[config.mk]
export PLATFORM = sky130hd
export DESIGN_NAME = inst_fetch_responder
export DESIGN_NICKNAME = d
export VERILOG_FILES = /design/src/rtl/inst_fetch_pkg.sv /design/src/rtl/inst_byte_ram.sv /design/src/rtl/inst_fetch_responder.sv
export SDC_FILE = /design/constraint.sdc
export NUM_CORES = 1
export LEC_CHECK = 0
export BUFFER_PORTS_ARGS = -buffer_cell sky130_fd_sc_hd__buf_2
export CORE_ASPECT_RATIO = 0.5
export CORE_MARGIN = 2
export CORE_UTILIZATION = 45
export CTS_CLUSTER_SIZE = 28
export DETAILED_ROUTE_END_ITERATION = 10
export PLACE_DENSITY = 0.61
export REMOVE_ABC_BUFFERS = 1
export SLEW_MARGIN = 0
export SYNTH_ARGS = -nofsm -noshare
export SYNTH_HDL_FRONTEND = slang
export SYNTH_HIERARCHICAL = 1
export SYNTH_SLANG_ARGS = --single-unit
[constraint.sdc]
create_clock -name clock -period 3.6 [get_ports clock]
set_clock_uncertainty 0.05 [all_clocks]
set_input_delay 0.18 -clock clock [delete_from_list [all_inputs] [get_ports clock]]
set_output_delay 0.18 -clock clock [all_outputs]
set_load 0.01 [all_outputs]
[src/rtl/inst_fetch_pkg.sv]
// Shared types and constants for the instruction-fetch responder.
package inst_fetch_pkg;

    typedef enum logic [1:0] {
        IDLE,
        READ,
        RESP
    } state_e;

    localparam logic [31:0] NOP_WORD          = 32'h0000_0000;
    localparam int          DEFAULT_MEM_BYTES = 64;
    localparam int          BEATS             = 4;

endpackage

[src/rtl/inst_byte_ram.sv]
// Byte-wide instruction store: one synchronous write port, one combinational read port.
module inst_byte_ram
    import inst_fetch_pkg::*;
#(
    parameter int MEM_BYTES = DEFAULT_MEM_BYTES,
    parameter int AW        = 6
) (
    input  logic          clock,
    input  logic          wr_en,
    input  logic [AW-1:0] wr_addr,
    input  logic [7:0]    wr_data,
    input  logic [AW-1:0] rd_addr,
    output logic [7:0]    rd_data
);

    logic [7:0] mem [MEM_BYTES];

    // Contents deliberately survive reset so a loaded program is retained.
    always_ff @(posedge clock) begin
        if (wr_en) begin
            mem[wr_addr] <= wr_data;
        end
    end

    assign rd_data = mem[rd_addr];

endmodule

[src/rtl/inst_fetch_responder.sv]
// Instruction-fetch responder: range-checks a request, reads four bytes one per cycle
// and returns them as a big-endian word, holding the response until it is accepted.
module inst_fetch_responder
    import inst_fetch_pkg::*;
#(
    parameter int MEM_BYTES = DEFAULT_MEM_BYTES,
    parameter int LOAD_AW   = 6
) (
    input  logic               clock,
    input  logic               reset_n,
    input  logic               req_valid,
    output logic               req_ready,
    input  logic [31:0]        req_address,
    output logic               resp_valid,
    input  logic               resp_ready,
    output logic [31:0]        resp_instruction,
    output logic               resp_error,
    input  logic               load_en,
    input  logic [LOAD_AW-1:0] load_address,
    input  logic [7:0]         load_byte,
    output logic               busy
);

    state_e             state_q, state_d;
    logic [1:0]         beat_q, beat_d;
    logic [LOAD_AW-1:0] addr_q, addr_d;
    // Only the first three bytes need storing; the fourth arrives on the final beat.
    logic [23:0]        shift_q, shift_d;
    logic [31:0]        resp_instr_q, resp_instr_d;
    logic               resp_err_q, resp_err_d;

    logic               ram_we;
    logic [LOAD_AW-1:0] rd_addr;
    logic [7:0]         rd_byte;
    logic               misaligned;
    logic               out_of_range;

    assign rd_addr      = addr_q + LOAD_AW'(beat_q);
    assign misaligned   = |req_address[1:0];
    assign out_of_range = req_address >= 32'(MEM_BYTES);

    assign req_ready        = reset_n && (state_q == IDLE) && !load_en;
    assign resp_valid       = (state_q == RESP);
    assign busy             = (state_q != IDLE);
    assign resp_instruction = resp_instr_q;
    assign resp_error       = resp_err_q;

    inst_byte_ram #(
        .MEM_BYTES (MEM_BYTES),
        .AW        (LOAD_AW)
    ) u_ram (
        .clock   (clock),
        .wr_en   (ram_we),
        .wr_addr (load_address),
        .wr_data (load_byte),
        .rd_addr (rd_addr),
        .rd_data (rd_byte)
    );

    always_comb begin
        state_d      = state_q;
        beat_d       = beat_q;
        addr_d       = addr_q;
        shift_d      = shift_q;
        resp_instr_d = resp_instr_q;
        resp_err_d   = resp_err_q;
        ram_we       = 1'b0;

        case (state_q)
            IDLE: begin
                ram_we = load_en;
                if (req_valid && req_ready) begin
                    addr_d = req_address[LOAD_AW-1:0];
                    if (misaligned || out_of_range) begin
                        state_d      = RESP;
                        resp_err_d   = 1'b1;
                        resp_instr_d = NOP_WORD;
                    end else begin
                        state_d = READ;
                        beat_d  = 2'd0;
                        shift_d = 24'h0;
                    end
                end
            end
            READ: begin
                shift_d = {shift_q[15:0], rd_byte};
                beat_d  = beat_q + 2'd1;
                if (beat_q == 2'(BEATS - 1)) begin
                    state_d      = RESP;
                    resp_instr_d = {shift_q, rd_byte};
                    resp_err_d   = 1'b0;
                end
            end
            RESP: begin
                if (resp_ready) begin
                    state_d = IDLE;
                end
            end
            default: state_d = IDLE;
        endcase
    end

    always_ff @(posedge clock) begin
        if (!reset_n) begin
            state_q      <= IDLE;
            beat_q       <= 2'd0;
            addr_q       <= '0;
            shift_q      <= 24'h0;
            resp_instr_q <= NOP_WORD;
            resp_err_q   <= 1'b0;
        end else begin
            state_q      <= state_d;
            beat_q       <= beat_d;
            addr_q       <= addr_d;
            shift_q      <= shift_d;
            resp_instr_q <= resp_instr_d;
            resp_err_q   <= resp_err_d;
        end
    end

endmodule

==> qor.yml <==
timing:
  maxSlewHeadroom_pct: 17.7
  min_period_ps: 3490
  rsz0062_at_grt: "true"
  finalSetupViolations: 0
  worst-slew-pin-transition_ps: 1230
  report.final.slew_viol_count: 0
  period_share_pct: 97.1
  max_freq_mhz: 286
  hold_viol_final: 0
  fin_hold_ws_ps: 25.9
logic_synthesis:
  synth.ff_latch_count: 579
  synthFlopType: "edfxtp_1"
  ys_warn_count: 6
  async_flop_share_pct: 0
  synthesis.instances: 1198
  yosysTopAreaCell: "edfxtp_1"
  seq_area_frac_synth_pct: 73.7
  synth_top_area_share_pct: 67.8
  synth.distinct_cells: 56
  syn_area_per_cell_um2: 18.9
  synth_edf_count: 512
  syn_area_um2: 22700
  synthTopCellsByArea: "edfxtp_1, mux4_2, dfxtp_1"
  synth_commonest_cells: "edfxtp_1, mux4_2, nor2_1, dfxtp_1, inv_1"
  yosysMostFrequentCell: "edfxtp_1"
drt:
  wirelength_mm: 53.5
  vias: 12300
  viasPerCell: 5.92
  dr.pass1.iters: 5
  drt_iter0_markers: 1169
  wl_per_cell_um: 25.7
  antenna_left: 0
  drc: 0
die:
  start_util_pct: 45.4
  die_h_um: 163
  die_x_um: 322
  io_pins: 87
  core_area_um2: 50000
  rows: 58
  die-area_um2: 52400
cells_and_area:
  drive_above_1_share_pct: 29.5
  final_util_pct: 52.4
  area_growth_pct: 15.4
  fin_cells: 2085
  antennaDiodeCount: 0
  nNetsFinal: 1445
cts:
  cts_max_path_buffers: 3
  cts_tree: "done"
  cts.clk_slew.worst_paths_ps: 70
  clock_sinks: 579
  htree_levels: 2
  clockRootBuffer: "clkbuf_16"
  numCtsBuffers: 50
  clock_latency_ps: 590
setup_path:
  path_class: "flip-flop to flip-flop"
  r2r_end: "shift_q[7]$_SDFFE_PN0P_"
  r2r_slack_ps: 110
  r2r-start: "beat_q[0]$_SDFFE_PN0P_"
  startpoint_type: "flip-flop"
  cp-end-kind: "flip-flop"
  path_max_fanout: 52
  ff2ff_path_depth: 12
  worstPathArrival_ps: 3900
  worstPathRequired_ps: 4000
global_route:
  grt_start_max_net_pins: 65
  first_global_vias: 12500
  grt_antenna_before_repair: 0
  grt_util_all_layers_pct: 20.7
  grt_pass1_wl_mm: 80.0
  grt_overflow: 0
place:
  port_buffers: 86
  post-dp-hpwl_mm: 34.5
  placed_cells_incl_taps: 1981
  gp_congestion: 0.826
run_status:
  status: "complete, no violations"
power:
  p_leak_nw: 8.26
  power.density_nw_per_um2: 490
  ir_drop_v: 0.000457
hold_path:
  min_to: "state_q[0]$_SDFFE_PN0P_"
  hold_class: "input port to flip-flop"
  holdPathStages: 4
  hp-start: "load_en"
flow_run:
  maxCapViolations: 0
power by group:
group / switching [mW] / internal, mW / total [mW]
sequential: 0.0108 / 7.33 / 7.34
combinational: 0.369 / 0.215 / 0.584
clock: 2.32 / 2.58 / 4.90
state kept, by name, indices dropped and copies added (netlist names):
signal / flops
beat_q: 2
resp_instruction: 32
u_ram/mem: 512
resp_error: 1
shift_q: 24
addr_q: 6
state_q: 2
cell families after synthesis:
group / share of synthesized area [%]
adders and majority gates: 0.254
xor gates and xnor gates: 0.154
and+or+nand+nor: 3.96
muxes: 14.2
buffers and inverters: 2.44
DFF: 73.7
AOI/OAI and AO/OA: 5.32
stage by stage:
step	worst slack [ps]	TNS [ps]	power [mW]	instance area, um^2
6_report	106	0	12.8	26200
5_1_grt	-94.4	-94.4	13.2	26200
4_1_cts	14.8	0	12.9	26100
3_5_place_dp	-178	-597	8.05	24500
3_3_place_gp	-105	-302	8.04	24500
2_1_floorplan	-3470	-54120	7.76	22300
layout make-up:
class / instances / area (um^2)
Multi-Input combinational cell: 513 / 5540
Inverter: 33 / 126
Clock buffer: 68 / 1330
Fill cell: 3883 / 23800
Tap cell: 660 / 826
Sequential cell: 579 / 16700
Clock inverter: 19 / 106
Timing Repair Buffer: 213 / 1550
worst max path at each step:
| stage | from | end | slack [ps] | depth (start not counted) |
|---|---|---|---|---|
| after floorplan | beat_q[0]$_SDFFE_PN0P_ | shift_q[4]$_SDFFE_PN0P_ | -3470 | 8 |
| after global placement | beat_q[0]$_SDFFE_PN0P_ | shift_q[5]$_SDFFE_PN0P_ | -110 | 12 |
| after detailed placement | beat_q[0]$_SDFFE_PN0P_ | shift_q[5]$_SDFFE_PN0P_ | -180 | 12 |
| after CTS | beat_q[0]$_SDFFE_PN0P_ | shift_q[3]$_SDFFE_PN0P_ | 10 | 12 |
| after global routing | beat_q[0]$_SDFFE_PN0P_ | shift_q[7]$_SDFFE_PN0P_ | -90 | 12 |
| final | beat_q[0]$_SDFFE_PN0P_ | shift_q[7]$_SDFFE_PN0P_ | 110 | 12 |
placed cells by master (no fill, tap or decap), types with 3 or more instances in the layout:
cell type / count
dfxtp_1: 67
nand2b_1: 7
clkinv_2: 5
a21boi_0: 4
nor2b_1: 19
a221oi_1: 5
a21oi_1: 6
clkbuf_16: 50
a32o_1: 32
a22oi_1: 4
o21ai_0: 28
o2bb2ai_1: 3
nor3_1: 7
a211oi_1: 4
a32oi_1: 25
o221ai_1: 8
buf_12: 9
nor2_1: 85
mux2i_1: 24
edfxtp_1: 512
o21ai_1: 4
o2111ai_1: 3
mux2_2: 13
dlygate4sd3_1: 14
nand3b_1: 3
buf_2: 86
buf_4: 103
mux4_2: 126
o22ai_1: 9
nor4_1: 8
inv_1: 32
nand2_1: 26
nand4_1: 3
nand3_1: 20
clkinv_1: 9
clkbuf_1: 17
critical path, stage by stage, from the launching register on:
cell,delay (ps)
dfxtp_1,400
ha_4,160
inv_1,50
fa_1,420
xnor2_2,270
buf_12,210
buf_16,280
mux4_2,360
mux2_2,310
o311ai_2,310
nand2_1,210
a32oi_1,190
o21ai_0,100
layer usage:
layer	track usage (%)	up-vias	routed length, um
li1	-	5302	-
met1	30.7	6483	23600
met2	32.1	469	24700
met3	3.67	79	4260
met4	4.95	0	1050
met5	0	-	0
timing repair:
| item | CTS | global route |
|---|---|---|
| hold endpoints to repair | 9 | 0 |
| endpoints found under the setup margin | 8 | 8 |
| gates resized for setup | 5 | 6 |
| setup buffers | 0 | 3 |
| pin swaps | 0 | 0 |
| gates cloned | 0 | 0 |
| hold buffers | 14 | 0 |
Note: power is estimated with default switching activity, not from simulation.
